**src/rtl/mem_arbiter.sv**
```systemverilog
// Fetch/data arbiter onto one memory port with a single outstanding transaction.
// Data wins collisions except after MAX_D_STREAK data grants; unanswered requests abort after TIMEOUT cycles.
module mem_arbiter #(
  parameter int MAX_D_STREAK = 4,
  parameter int TIMEOUT      = 255
) (
  input  logic        clk,
  input  logic        rst_n,
  input  logic        i_req,
  input  logic [31:0] i_addr,
  output logic        i_gnt,
  output logic        i_rvalid,
  output logic [31:0] i_rdata,
  output logic        i_err,
  input  logic        d_req,
  input  logic        d_we,
  input  logic [3:0]  d_be,
  input  logic [31:0] d_addr,
  input  logic [31:0] d_wdata,
  output logic        d_gnt,
  output logic        d_rvalid,
  output logic [31:0] d_rdata,
  output logic        d_err,
  output logic        m_req,
  output logic        m_we,
  output logic [3:0]  m_be,
  output logic [31:0] m_addr,
  output logic [31:0] m_wdata,
  input  logic        m_ack,
  input  logic [31:0] m_rdata
);
  localparam int SW = $clog2(MAX_D_STREAK + 1);
  localparam int TW = $clog2(TIMEOUT + 1);

  typedef enum logic [1:0] {IDLE, BUSY_I, BUSY_D} state_t;

  state_t        state, state_nxt;
  logic [SW-1:0] streak;
  logic [TW-1:0] tcnt;
  logic          busy, ack, tmo, done, fetch_wins;

  assign busy       = (state != IDLE);
  assign ack        = busy && m_req && m_ack;
  // the counter value about to become TIMEOUT; an ack in the same cycle takes precedence
  assign tmo        = busy && !m_ack && (tcnt == TW'(TIMEOUT - 1));
  assign done       = ack || tmo;
  assign fetch_wins = i_req && (!d_req || streak == SW'(MAX_D_STREAK));

  always_ff @(posedge clk or negedge rst_n) begin
    if (!rst_n) state <= IDLE;
    else        state <= state_nxt;
  end

  always_comb begin
    state_nxt = state;
    case (state)
      IDLE: begin
        if (d_gnt)      state_nxt = BUSY_D;
        else if (i_gnt) state_nxt = BUSY_I;
      end
      BUSY_I, BUSY_D: if (done) state_nxt = IDLE;
      default: state_nxt = IDLE;
    endcase
  end

  // grants are combinational in IDLE and held low while reset is asserted
  always_comb begin
    i_gnt = 1'b0;
    d_gnt = 1'b0;
    if (state == IDLE && rst_n) begin
      i_gnt = fetch_wins;
      d_gnt = d_req && !fetch_wins;
    end
  end

  always_ff @(posedge clk or negedge rst_n) begin
    if (!rst_n)                                   streak <= '0;
    else if (i_gnt || (state == IDLE && !i_req)) streak <= '0;
    else if (d_gnt && i_req && streak != SW'(MAX_D_STREAK))
      streak <= streak + 1'b1;
  end

  always_ff @(posedge clk or negedge rst_n) begin
    if (!rst_n)              tcnt <= '0;
    else if (i_gnt || d_gnt) tcnt <= '0;
    else if (busy && !m_ack) tcnt <= tcnt + 1'b1;
  end

  always_ff @(posedge clk or negedge rst_n) begin
    if (!rst_n) begin
      m_req   <= 1'b0;
      m_we    <= 1'b0;
      m_be    <= 4'h0;
      m_addr  <= '0;
      m_wdata <= '0;
    end else if (d_gnt) begin
      m_req   <= 1'b1;
      m_we    <= d_we;
      m_be    <= d_be;
      m_addr  <= d_addr;
      m_wdata <= d_wdata;
    end else if (i_gnt) begin
      m_req   <= 1'b1;
      m_we    <= 1'b0;
      m_be    <= 4'hF;
      m_addr  <= i_addr;
      m_wdata <= '0;
    end else if (done) begin
      m_req   <= 1'b0;
    end
  end

  always_ff @(posedge clk or negedge rst_n) begin
    if (!rst_n) begin
      i_rvalid <= 1'b0;
      i_err    <= 1'b0;
      i_rdata  <= '0;
      d_rvalid <= 1'b0;
      d_err    <= 1'b0;
      d_rdata  <= '0;
    end else begin
      i_rvalid <= done && (state == BUSY_I);
      i_err    <= tmo && (state == BUSY_I);
      i_rdata  <= (ack && state == BUSY_I) ? m_rdata : '0;
      d_rvalid <= done && (state == BUSY_D);
      d_err    <= tmo && (state == BUSY_D);
      d_rdata  <= (ack && state == BUSY_D && !m_we) ? m_rdata : '0;
    end
  end
endmodule

```
**config.mk**
```make
export PLATFORM = sky130hd
export DESIGN_NAME = mem_arbiter
export DESIGN_NICKNAME = d
export VERILOG_FILES = /design/src/rtl/mem_arbiter.sv
export SDC_FILE = /design/constraint.sdc
export NUM_CORES = 1
export LEC_CHECK = 0
export ABC_AREA = 1
export ABC_CLOCK_PERIOD_IN_PS = 1400
export CAP_MARGIN = 10
export CELL_PAD_IN_SITES_DETAIL_PLACEMENT = 0
export CELL_PAD_IN_SITES_GLOBAL_PLACEMENT = 1
export CORE_ASPECT_RATIO = 0.6
export CORE_MARGIN = 4
export CORE_UTILIZATION = 41
export DETAILED_ROUTE_END_ITERATION = 10
export DONT_BUFFER_PORTS = 1
export PLACE_DENSITY = 0.83
export SYNTH_ARGS = -nofsm -noshare
export SYNTH_HDL_FRONTEND = slang
export SYNTH_SLANG_ARGS = --single-unit
export TNS_END_PERCENT = 5
```
**constraint.sdc**
```tcl
create_clock -name clk -period 1.4 [get_ports clk]
set_input_delay 0.07 -clock clk [delete_from_list [all_inputs] [get_ports clk]]
set_output_delay 0.07 -clock clk [all_outputs]
set_load 0.02 [all_outputs]
```
# Word-level counts from Yosys, hierarchy flattened
# Cells that the tools add are included.
# W data, S select, Z words.
# op_classes
reduce_logical,34
eq_ne,7
add_sub_neg,2
muxes,23
# ops
cell,n
$mux W32,6
$logic_and A1 B1 Y1,17
$mux W8,2
$add A8 B1 Y8 const B,1
$eq A8 B8 Y1 const B,1
$mux W4,2
$reduce_bool A2 Y1,4
$mux W1,7
$mux W2,3
$mux W3,2
$ne A3 B3 Y1 const B,2
$logic_not A1 Y1,5
$logic_or A1 B1 Y1,4
$pmux W2 S2,1
$add A3 B1 Y3 const B,1
$eq A3 B3 Y1 const B,1
$reduce_bool A3 Y1,1
$eq A2 B1 Y1 const B,1
$eq A2 B2 Y1 const B,1
$logic_not A2 Y1,1
$ne A2 B2 Y1 const B,1
$reduce_and A2 Y1,1
$reduce_or A2 Y1,1
# totals
word_cells,80
inputBits,138
register_bits,151
out_inout_bits,140

# Logic depth before layout (Yosys ltp)
# Gate-level depths: netlist of the first run.
# logic_depth
ltp_word,10
ltp_mapped,12
ltp_nobuf,11

# Worst setup path after synthesis of the first run
# OpenSTA, ideal clock, no wires.
# synth_timing
kind,register -> register
start,reg state[0]
end,reg streak[1]
slack_ps,-104
t_required_ps,1334
period_less_slack_ps,1504
path_buffers,1
arrival_time_ps,1438
setup_ps,66
stages_incl_launch_ff,10
cell_sequence,dfrtp_1 inv_1 ha_1 nand2_1 nor2_2 nand2_4 inv_4 buf_2 nand3_1 nand2_1
# synth_between
elab_chain_len,6
word_cells_on_any_way,10
classes_between,mux: 3; reduce/logical: 7
# synth_lines
item,line,source
"start, declared",37,"state_t state, state_nxt;"
"start signal, assigned",51,else state <= state_nxt;
$logic_not A2 Y1,70,if (state == IDLE && rst_n) begin
$logic_and A1 B1 Y1,70,
$mux W1,70,
named net d_gnt,20,"output logic d_gnt,"
$logic_and A1 B1 Y1 (2 in series),79,else if (d_gnt && i_req && streak != SW'(MAX_D_STREAK))
$reduce_bool A2 Y1 (no line),-,
"end signal, assigned",80,streak <= streak + 1'b1;
"end, declared",38,logic [SW-1:0] streak;
# The timed path passes the listed nets, and every way through them passes these cells.
# A chain may end at the register's enable or synchronous reset.

# Worst setup path after layout of the first run
# layout_timing
start,reg state[1]
end,reg m_addr[8]
# layout_between
elab_chain_len,4
word_cells_on_any_way,6
classes_between,mux: 3; reduce/logical: 3
# layout_lines
item,line,source
$logic_not A2 Y1 (*),70,
$logic_and A1 B1 Y1 (*),70,
$mux W1,70,
$mux W32 or $reduce_bool A2 Y1 (tied branches),-,
"end signal, assigned",100,m_addr <= d_addr;
"end signal, assigned",106,m_addr <= i_addr;
"end, declared",27,"output logic [31:0] m_addr,"
# Every way passes the cells marked *; elsewhere a longest branch is shown, timed or not.

==> results of run 1 <==
-- power groups by stage --
| stage | Sequential [mW] | Clock, mW | Combinational [mW] |
|---|---|---|---|
| detailed placement | 7.96 | 0 | 2.76 |
| floorplan | 7.62 | 0 | 1.94 |
| finish | 7.96 | 4.51 | 4.01 |
| global route | 8.06 | 4.82 | 4.37 |
| global placement | 7.95 | 0 | 2.59 |
| CTS | 7.92 | 4.60 | 3.51 |
-- worst max-delay path: stages, from the launching register on --
cell	delay (ns)
dfrtp_1	0.40
inv_2	0.09
ha_4	0.16
nand2_4	0.06
nor2_4	0.13
nand2_4	0.08
buf_4	0.14
buf_8	0.13
clkbuf_16	0.19
nand3_1	0.10
nand3_1	0.10
-- cells in the final DEF (no fill, tap or decap), types with 4 or more instances in the layout --
cell type	count
dfrtp_1	151
dlygate4sd3_1	136
nand2_1	78
nor2_1	62
inv_1	49
nand3_1	39
nand3_2	34
a22o_1	32
buf_4	31
clkbuf_16	22
nand2_2	15
nor2_2	13
inv_2	9
buf_12	8
o21ai_0	6
nand2_4	5
a21oi_1	4
inv_8	4
o22ai_2	4
ha_1	4
-- stage by stage --
stage | util (%) | power, mW | setup WS [ns] | hold slack (ns) | instances
after floorplan | - | 9.56 | -0.0510 | -0.226 | 554
after global placement | 45.2 | 10.5 | -0.103 | -0.222 | 746
after detailed placement | 45.2 | 10.7 | -0.167 | -0.223 | 746
after CTS | 61.5 | 16.0 | -0.252 | -0.664 | 928
after global routing | 64.4 | 17.3 | -0.340 | -0.681 | 939
final | 64.4 | 16.5 | -0.301 | -0.648 | 939
-- worst max-delay path by stage --
stage	start	to	slack [ns]	depth (start not counted)
floorplan	state[1]	m_addr[13]	-0.05	10
global placement	streak[0]	m_addr[31]	-0.10	12
detailed placement	streak[0]	m_addr[31]	-0.17	12
CTS	streak[1]	d_gnt	-0.25	9
global route	state[1]	m_addr[8]	-0.34	10
finish	state[1]	m_addr[8]	-0.30	10
-- layer usage --
metal	up-vias	part of all wire [%]
met5	-	0
met4	0	2.1
met3	37	8.9
met2	313	50
met1	2379	39
li1	2138	-
-- timing repair --
action / in CTS / in global routing
hold endpoints to repair: 290 / 151
pin swaps: 8 / 14
setup buffers: 12 / 6
setup endpoints to repair: 150 / 152
cloned: 2 / 5
gates resized for setup: 46 / 49
-- final cells by class --
cell class	instances	share of cell area (%)
inverters	60	2.66
clock inverters	14	1.84
well taps	192	2.71
multi-input cells	316	22.4
clock buffers	18	4.85
repair buffers	188	22.8
flip-flops and latches	151	42.7
-- registers in the layout (all words and copies together) (netlist names) --
name,flops
state,2
m_req,1
m_we,1
m_addr,32
m_be,4
d_rdata,32
i_rdata,32
d_err,1
streak,3
d_rvalid,1
i_rvalid,1
m_wdata,32
i_err,1
tcnt,8
-- cells by family after synthesis --
| kind of cell | synth area share (%) |
|---|---|
| AND/OR/NAND/NOR | 19.8 |
| flip-flops | 65.1 |
| buffers and inverters | 6.64 |
| AO/OA/AOI/OAI | 6.57 |
| adder cells (fa/ha/maj) | 1.51 |
| XOR/XNOR | 0.452 |
==> out/results.txt, run 1 <==
Num rows - 33
Fin Setup TNS - -14.78 ns
Ranking of synthesized cells by area - dfrtp_1 (65%), nand3_1 (5.7%), nand2_1 (5.6%)
Share of layout cells above drive strength 1 - 24.0%
Mapped Avg Cell Area - 10.5 sq um
Reg2reg setup slack - -0.30 ns
Root Driver - clkbuf_16
Met2 Resource Use GR - 37.0%
Via count - 4,867
Post-synthesis sequential area ratio - 65.1%
CP startpoint kind - register
Total grt overflow - 0
N_diodes - 0
WL final - 19,200 um
# H-tree levels - 4
Vias in the first global route - 5,079
Critical-path maximum fanout - 18
Power share of the clock group - 27.4%
Yosys warns - 0
Worst-Skew Late Latency - 0.41 ns
Outcome - complete, but fails checks
FFs w/ async S/R, synth - 100%
Slew margin rel. - 70.0%
Crit Path Category - reg -> reg
Wire per inst - 20.5 um
Failing checks - negative hold slack, negative setup slack
Yosys reg bits - 151
Core area - 13,700 sq um
Yosys cell types - 27
Final #Nets - 879
Num CTS Buffers - 17
Leakage power - 4.33 nW
Clock slew at reported path FFs - 0.07 ns
Most numerous cell in the Yosys netlist - dfrtp_1
Maximum vdd drop - 1.04 mV
CTS max path bufs - 2
Die Y - 100 um
Depth of the worst register-to-register path - 10
Seq pwr share - 48.3%
Hpwl dp - 10,800 um
Initial antenna violation count - 0
Synth top cells by count - dfrtp_1 (151), nand2_1 (87), nor2_1 (77)
First-pass GRT wire length - 28,400 um
Worst reg2reg path startpoint - state[1]
Final hold vios - 151
Synth top area share - 65.1%
Post-synth EDFFs - 0
Reg area - 3780 sq um
Final setup violating endpoints - 117
Leading area contributor after synthesis - dfrtp_1
Netlist Area Pre-Place - 5810 sq um
Worst r2r dst - m_addr[8]
M3 GR Usage - 7.26%
Hold Buf Count CTS - 136
Unrepaired setup endpoints after global routing - true
Peak Freq - 588 MHz
Hold_ws - -0.648 ns
Net Sw Power - 6.36 mW
IO buf count - 0
Cell Pwr Density - 1860 nW/um^2
Area occupied by multi-input gates - 1980 sq um
DRC viols - 0
Initial Util - 42.2%
Cell-internal power - 10.1 mW
Initial DRC count - 437
Synth Flop Type - dfrtp_1
CTS tree - built
Worst-margin pin slew - 0.445 ns
First drt pass iteration count - 5
Post-DR vias/cell - 5.18
Cells after Synth - 554
Sw frac - 38.6%
Die Footprint - 16,200 sq um
Total track usage - 22.6%
# fillers - 986
Syn nets - 699
Hold Path Class - in -> async
Remaining antenna violation count - 0
Clk sinks - 151
Required time of the critical path - 1.68 ns
Gate power share - 24.3%
Slew Viols, Final - 0
Clock skew - 0.0145 ns
Final GP Congestion - 0.821
Die width - 162 um
Fin crit period - 1.70 ns
Number of I/O pins - 278
Fin area - 8850 sq um
GR Layer Usage met1 - 28.7%
Final cycle utilization of the critical path - 122%
Max cap viols - 0
Pin count of the biggest net entering global routing - 154
Area Growth Syn to Fin - 52.3%
Placed cell areas - 6210 sq um
CP Capture Type - register
CP arrival - 1.98 ns
Most used routing layer in global routing - met2
Final setup margin - -0.301 ns
Note: power is estimated with default switching activity, not from simulation.
==> run 2: changes to the inputs <==
--- a/config.mk
+++ b/config.mk
@@ -16,6 +16,7 @@
 export DETAILED_ROUTE_END_ITERATION = 10
 export DONT_BUFFER_PORTS = 1
 export PLACE_DENSITY = 0.83
+export SETUP_SLACK_MARGIN = 0.1
 export SYNTH_ARGS = -nofsm -noshare
 export SYNTH_HDL_FRONTEND = slang
 export SYNTH_SLANG_ARGS = --single-unit
==> out/results.txt, run 2 (synthesis gave the netlist of run 1 again) <==
# fillers - 1,009 (+2.3%)
Area Growth Syn to Fin - 48.3%
Outcome - complete, but fails checks
Num CTS Buffers - 17 (unchanged)
Worst-margin pin slew - 0.329 ns (-0.116 ns)
Final #Nets - 873 (-0.68%)
Die Footprint - 16,200 sq um (unchanged)
Dpl cells - 749 (+0.40%)
Final GP Congestion - 0.820 (-0.17%)
Initial antenna violation count - 1 (+1)
Final setup violating endpoints - 97 (-17%)
Pre-CTS setup slack - -0.150 ns (+0.0172 ns)
CP delay by family, top - flip-flops
Die width - 162 um (unchanged)
Reg2reg setup slack - -0.23 ns (+0.07 ns)
First drt pass iteration count - 5 (unchanged)
CP startpoint kind - register
Crit Path Category - reg -> out
CP peak stage delay - 0.40 ns (about the same)
Hold Path Class - in -> async
Remaining antenna violation count - 0 (unchanged)
Worst-Skew Late Latency - 0.40 ns (about the same)
Pin count of the biggest net entering global routing - 154 (unchanged)
Hpwl dp - 11,100 um (+2.7%)
Unrepaired setup endpoints after global routing - true
Most common cell after layout, fill and taps aside - dfrtp_1
Initial DRC count - 292 (-33%)
Final cycle utilization of the critical path - 118% (-3.4 points)
Clock slew at reported path FFs - 0.06 ns (about the same)
Fin Setup TNS - -13.92 ns (+0.861 ns)
Worst r2r dst - m_wdata[30]
Total power - 16.1 mW (-2.1%)
Initial Util - 42.2% (unchanged)
WL final - 18,600 um (-3.4%)
Clk sinks - 151 (unchanged)
Wire per inst - 19.9 um (-2.8%)
CP arrival - 1.58 ns (-0.40 ns)
Share of layout cells above drive strength 1 - 21.5% (-2.5 points)
CP cell instances - inv_2 > ha_4 > nand2_4 > nand2_2 > nand2_2 > nand2_4 > inv_8 > buf_12 > buf_8
Total track usage - 22.9% (+0.28 points)
Fin crit period - 1.65 ns (-0.0477 ns)
Slew margin rel. - 78.0% (+8.0 points)
CTS tree - built
Num rows - 33 (unchanged)
Placed cell areas - 6220 sq um (+0.16%)
Final core occ - 62.6% (-1.7 points)
Leakage power - 4.22 nW (-2.4%)
CP bufs+invs - 4 (unchanged)
Final hold vios - 154 (+2.0%)
Maximum vdd drop - 0.989 mV (-4.4%)
Slowest CP cell - dfrtp_1
Hold Buf Count CTS - 135 (-0.74%)
Failing checks - negative hold slack, negative setup slack
CP Capture Type - output pin
Hold_ws - -0.642 ns (+0.00550 ns)
Cell Pwr Density - 1870 nW/um^2 (+0.62%)
Number of I/O pins - 278 (unchanged)
Fin area - 8610 sq um (-2.7%)
First-pass GRT wire length - 28,800 um (+1.1%)
Die Y - 100 um (unchanged)
Via count - 4,818 (-1.0%)
Layout Cells excl Fill - 933 (-0.64%)
Vias in the first global route - 5,091 (+0.24%)
Peak Freq - 605 MHz (+2.9%)
Depth of the worst register-to-register path - 10 (unchanged)
Post-DR vias/cell - 5.16 (-0.37%)
Final setup margin - -0.254 ns (+0.0477 ns)
Worst reg2reg path startpoint - streak[0]
# H-tree levels - 4 (unchanged)
Commonest cells after routing, fill and taps aside - dfrtp_1 (151), dlygate4sd3_1 (135), nand2_1 (78), nand3_1 (62), nor2_1 (50)
Critical-path maximum fanout - 2 (-16)
Slew Viols, Final - 0 (unchanged)
CTS max path bufs - 2 (unchanged)
Total grt overflow - 0 (unchanged)
Clock skew - 0.0108 ns (-0.00366 ns)
Max cap viols - 0 (unchanged)
Required time of the critical path - 1.33 ns (-0.35 ns)
Root Driver - clkbuf_16
Core area - 13,700 sq um (unchanged)
DRC viols - 0 (unchanged)
IO buf count - 0 (unchanged)
[run 2: cell count changes in the layout (fill, tap and decap cells not counted), moves of 3 or more]
cell | previous run | this run
nand3_2 | 34 | 11
o21ai_0 | 6 | 3
o21ai_1 | 0 | 3
clkbuf_16 | 22 | 18
inv_6 | 3 | 6
nor2_2 | 13 | 22
nand3_1 | 39 | 62
nor2_1 | 62 | 50
nor2_4 | 3 | 6
[run 2: timing repair]
item / CTS / global route
buffers inserted: 11 / 2
endpoints found under the hold margin: 294 / 155
gates cloned: 3 / 1
setup endpoints to repair: 153 / 153
pin swaps: 12 / 6
gates resized for setup: 63 / 22
[run 2: how the worst max path moves through the flow]
stage	depth (start not counted)	start	endpoint	slack (ns)
final	9	streak[0]	d_gnt	-0.25
after global routing	9	streak[0]	d_gnt	-0.35
after CTS	9	streak[1]	d_gnt	-0.26
after detailed placement	9	state[1]	state[1]	-0.15
after global placement	9	state[1]	state[0]	-0.09
after floorplan	10	state[1]	m_addr[13]	-0.05
[run 2: area by class of cell]
cell class / count / area, sq um / area share [%]
sequential: 151 / 3780 / 43.9
inverter: 60 / 243 / 2.82
clock inverter: 14 / 140 / 1.63
timing repair buffer: 182 / 1900 / 22.0
antenna: 1 / 2.50 / 0.0291
clock buffer: 17 / 425 / 4.94
multi-input combinational: 316 / 1890 / 21.9
tap: 192 / 240 / 2.79
[run 2: metal layers]
layer  vias up  routed length [um]  track usage [%]
met1      2356                7140             27.2
met2       289                9190             39.4
met4         0                 474             8.06
met5         -                   0                0
li1       2134                   -                -
met3        39                1780             7.80
[run 2: where the power goes]
group	total, mW	switching (mW)	internal, mW
registers	7.97	2.42	5.55
logic	3.78	1.88	1.90
clock network	4.38	1.89	2.49
total	16.1	6.19	9.94
==> run 3: changes to the inputs <==
--- a/config.mk
+++ b/config.mk
@@ -16,7 +16,8 @@
 export DETAILED_ROUTE_END_ITERATION = 10
 export DONT_BUFFER_PORTS = 1
 export PLACE_DENSITY = 0.83
-export SETUP_SLACK_MARGIN = 0.1
+export SETUP_SLACK_MARGIN = 0.02
+export SLEW_MARGIN = 20
 export SYNTH_ARGS = -nofsm -noshare
 export SYNTH_HDL_FRONTEND = slang
 export SYNTH_SLANG_ARGS = --single-unit
==> out/results.txt, run 3 (synthesis gave the netlist of run 1 again) <==
CTS tree - built
Initial antenna violation count - 0 (-1)
Critical-path maximum fanout - 4 (+2)
Reg2reg setup slack - -0.29 ns (-0.06 ns)
Worst-margin pin slew - 0.491 ns (+0.161 ns)
Hold Path Class - in -> async
Unrepaired setup endpoints after global routing - true
Fin area - 8910 sq um (+3.5%)
Worst r2r dst - m_addr[22]
IO buf count - 0 (unchanged)
Wire per inst - 20.6 um (+3.5%)
Fin Setup TNS - -15.70 ns (-1.78 ns)
Final cycle utilization of the critical path - 121% (+2.6 points)
Num rows - 33 (unchanged)
Initial DRC count - 376 (+29%)
First drt pass iteration count - 7 (+2)
Final core occ - 64.8% (+2.2 points)
Pin count of the biggest net entering global routing - 154 (unchanged)
DRC viols - 0 (unchanged)
Critical Path Sink - d_gnt
Most common cell after layout, fill and taps aside - dfrtp_1
# H-tree levels - 4 (unchanged)
CP startpoint kind - register
CP arrival - 1.62 ns (+0.04 ns)
Worst reg2reg path startpoint - state[1]
Dpl cells - 746 (-0.40%)
Final setup margin - -0.290 ns (-0.0363 ns)
Maximum vdd drop - 1.00 mV (+1.4%)
Via count - 4,828 (+0.21%)
Worst-Skew Late Latency - 0.41 ns (about the same)
Max cap viols - 0 (unchanged)
Final GP Congestion - 0.821 (+0.17%)
# fillers - 998 (-1.1%)
Total grt overflow - 0 (unchanged)
Outcome - complete, but fails checks
Final hold vios - 151 (-1.9%)
Final #Nets - 881 (+0.92%)
Total track usage - 22.6% (-0.31 points)
Hold_ws - -0.647 ns (-0.00486 ns)
Leakage power - 4.39 nW (+3.8%)
WL final - 19,400 um (+4.4%)
Post-DR vias/cell - 5.13 (-0.64%)
Hold Buf Count CTS - 136 (+0.74%)
Pre-CTS setup slack - -0.167 ns (-0.0172 ns)
Vias in the first global route - 5,079 (-0.24%)
Required time of the critical path - 1.33 ns (about the same)
Layout Cells excl Fill - 941 (+0.86%)
Clk sinks - 151 (unchanged)
Clock skew - 0.0180 ns (+0.00716 ns)
Die Footprint - 16,200 sq um (unchanged)
Initial Util - 42.2% (unchanged)
Failing checks - negative hold slack, negative setup slack
Number of I/O pins - 278 (unchanged)
Depth of the worst register-to-register path - 10 (unchanged)
Slew margin rel. - 67.0% (-11 points)
Crit Path Category - reg -> out
Critical Path Source - state[1]
Remaining antenna violation count - 0 (unchanged)
Peak Freq - 592 MHz (-2.1%)
First-pass GRT wire length - 28,400 um (-1.3%)
Area Growth Syn to Fin - 53.4%
Cell Pwr Density - 1860 nW/um^2 (-0.46%)
Num CTS Buffers - 17 (unchanged)
CTS max path bufs - 2 (unchanged)
Core area - 13,700 sq um (unchanged)
Final setup violating endpoints - 110 (+13%)
N_diodes - 0 (-1)
Share of layout cells above drive strength 1 - 25.2% (+3.7 points)
Die Y - 100 um (unchanged)
Placed cell areas - 6210 sq um (-0.16%)
Fin crit period - 1.69 ns (+0.0363 ns)
Hpwl dp - 10,800 um (-2.7%)
Slew Viols, Final - 0 (unchanged)
Commonest cells after routing, fill and taps aside - dfrtp_1 (151), dlygate4sd3_1 (136), nand2_1 (77), nor2_1 (66), inv_1 (50)
Root Driver - clkbuf_16
Die width - 162 um (unchanged)
CP Capture Type - output pin
Clock slew at reported path FFs - 0.07 ns (about the same)
==> run 3: changes by cell type in the layout (fill, tap and decap cells not counted), moves of 3 or more <==
cell	previous run	this run
buf_4	31	35
clkbuf_16	18	21
inv_6	6	3
nand2_2	17	13
nand2_4	3	8
nand3_1	62	28
nand3_2	11	46
nor2_1	50	66
nor2_2	22	9
nor2_4	6	3
==> run 3: stage by stage <==
step	total power [mW]	hold WS, ns
after floorplan	9.56	-0.226
after global placement	10.5	-0.222
after detailed placement	10.7	-0.223
after CTS	16.1	-0.664
after global routing	17.4	-0.679
final	16.6	-0.647
==> run 3: timing repair <==
item                                   4_1_cts  5_1_grt
setup buffers                               12        9
gates resized for setup                     49       60
pin swaps                                   10       13
gates cloned                                 2        4
setup endpoints to repair                  153      152
endpoints found under the hold margin      290      151
==> run 3: cell type report <==
| type | instances | area (sq um) | share of cell area [%] |
|---|---|---|---|
| clock buffers | 18 | 429 | 4.82 |
| clock inverters | 14 | 163 | 1.83 |
| inverters | 60 | 243 | 2.72 |
| multi-input cells | 316 | 2050 | 23.0 |
| flip-flops and latches | 151 | 3780 | 42.4 |
| well taps | 192 | 240 | 2.70 |
| repair buffers | 190 | 2010 | 22.5 |
==> run 3: metal layers <==
metal	global-route usage, %	part of all wire, %	up-vias
li1	-	-	2141
met1	28.3	39	2390
met2	37.5	50	269
met3	7.26	8.6	28
met4	7.99	1.8	0
met5	0	0	-
==> run 3: critical path, cell delays in order (launching register included) <==
cell	delay, ns
dfrtp_1	0.39
inv_2	0.09
ha_4	0.16
nand2_4	0.07
nor2_4	0.15
nand2_4	0.09
inv_8	0.08
buf_12	0.10
buf_8	0.10
==> run 3: worst min path at each step <==
| stage | end | cells past startpoint | slack, ns |
|---|---|---|---|
| 5_1_grt | d_rdata[7] | 0 | -0.68 |
| 3_3_place_gp | d_rdata[6] | 0 | -0.22 |
| 2_1_floorplan | d_err | 0 | -0.23 |
| 6_report | d_rdata[6] | 0 | -0.65 |
| 4_1_cts | d_rdata[6] | 0 | -0.66 |
| 3_5_place_dp | d_rdata[6] | 0 | -0.22 |
==> run 3: report_power, final <==
part / total [mW] / switching (mW) / internal [mW] / leakage [nW]
Sequential: 7.96 / 2.41 / 5.54 / 1.99
Clock: 4.52 / 1.98 / 2.54 / 0.279
Combinational: 4.14 / 2.07 / 2.07 / 2.12
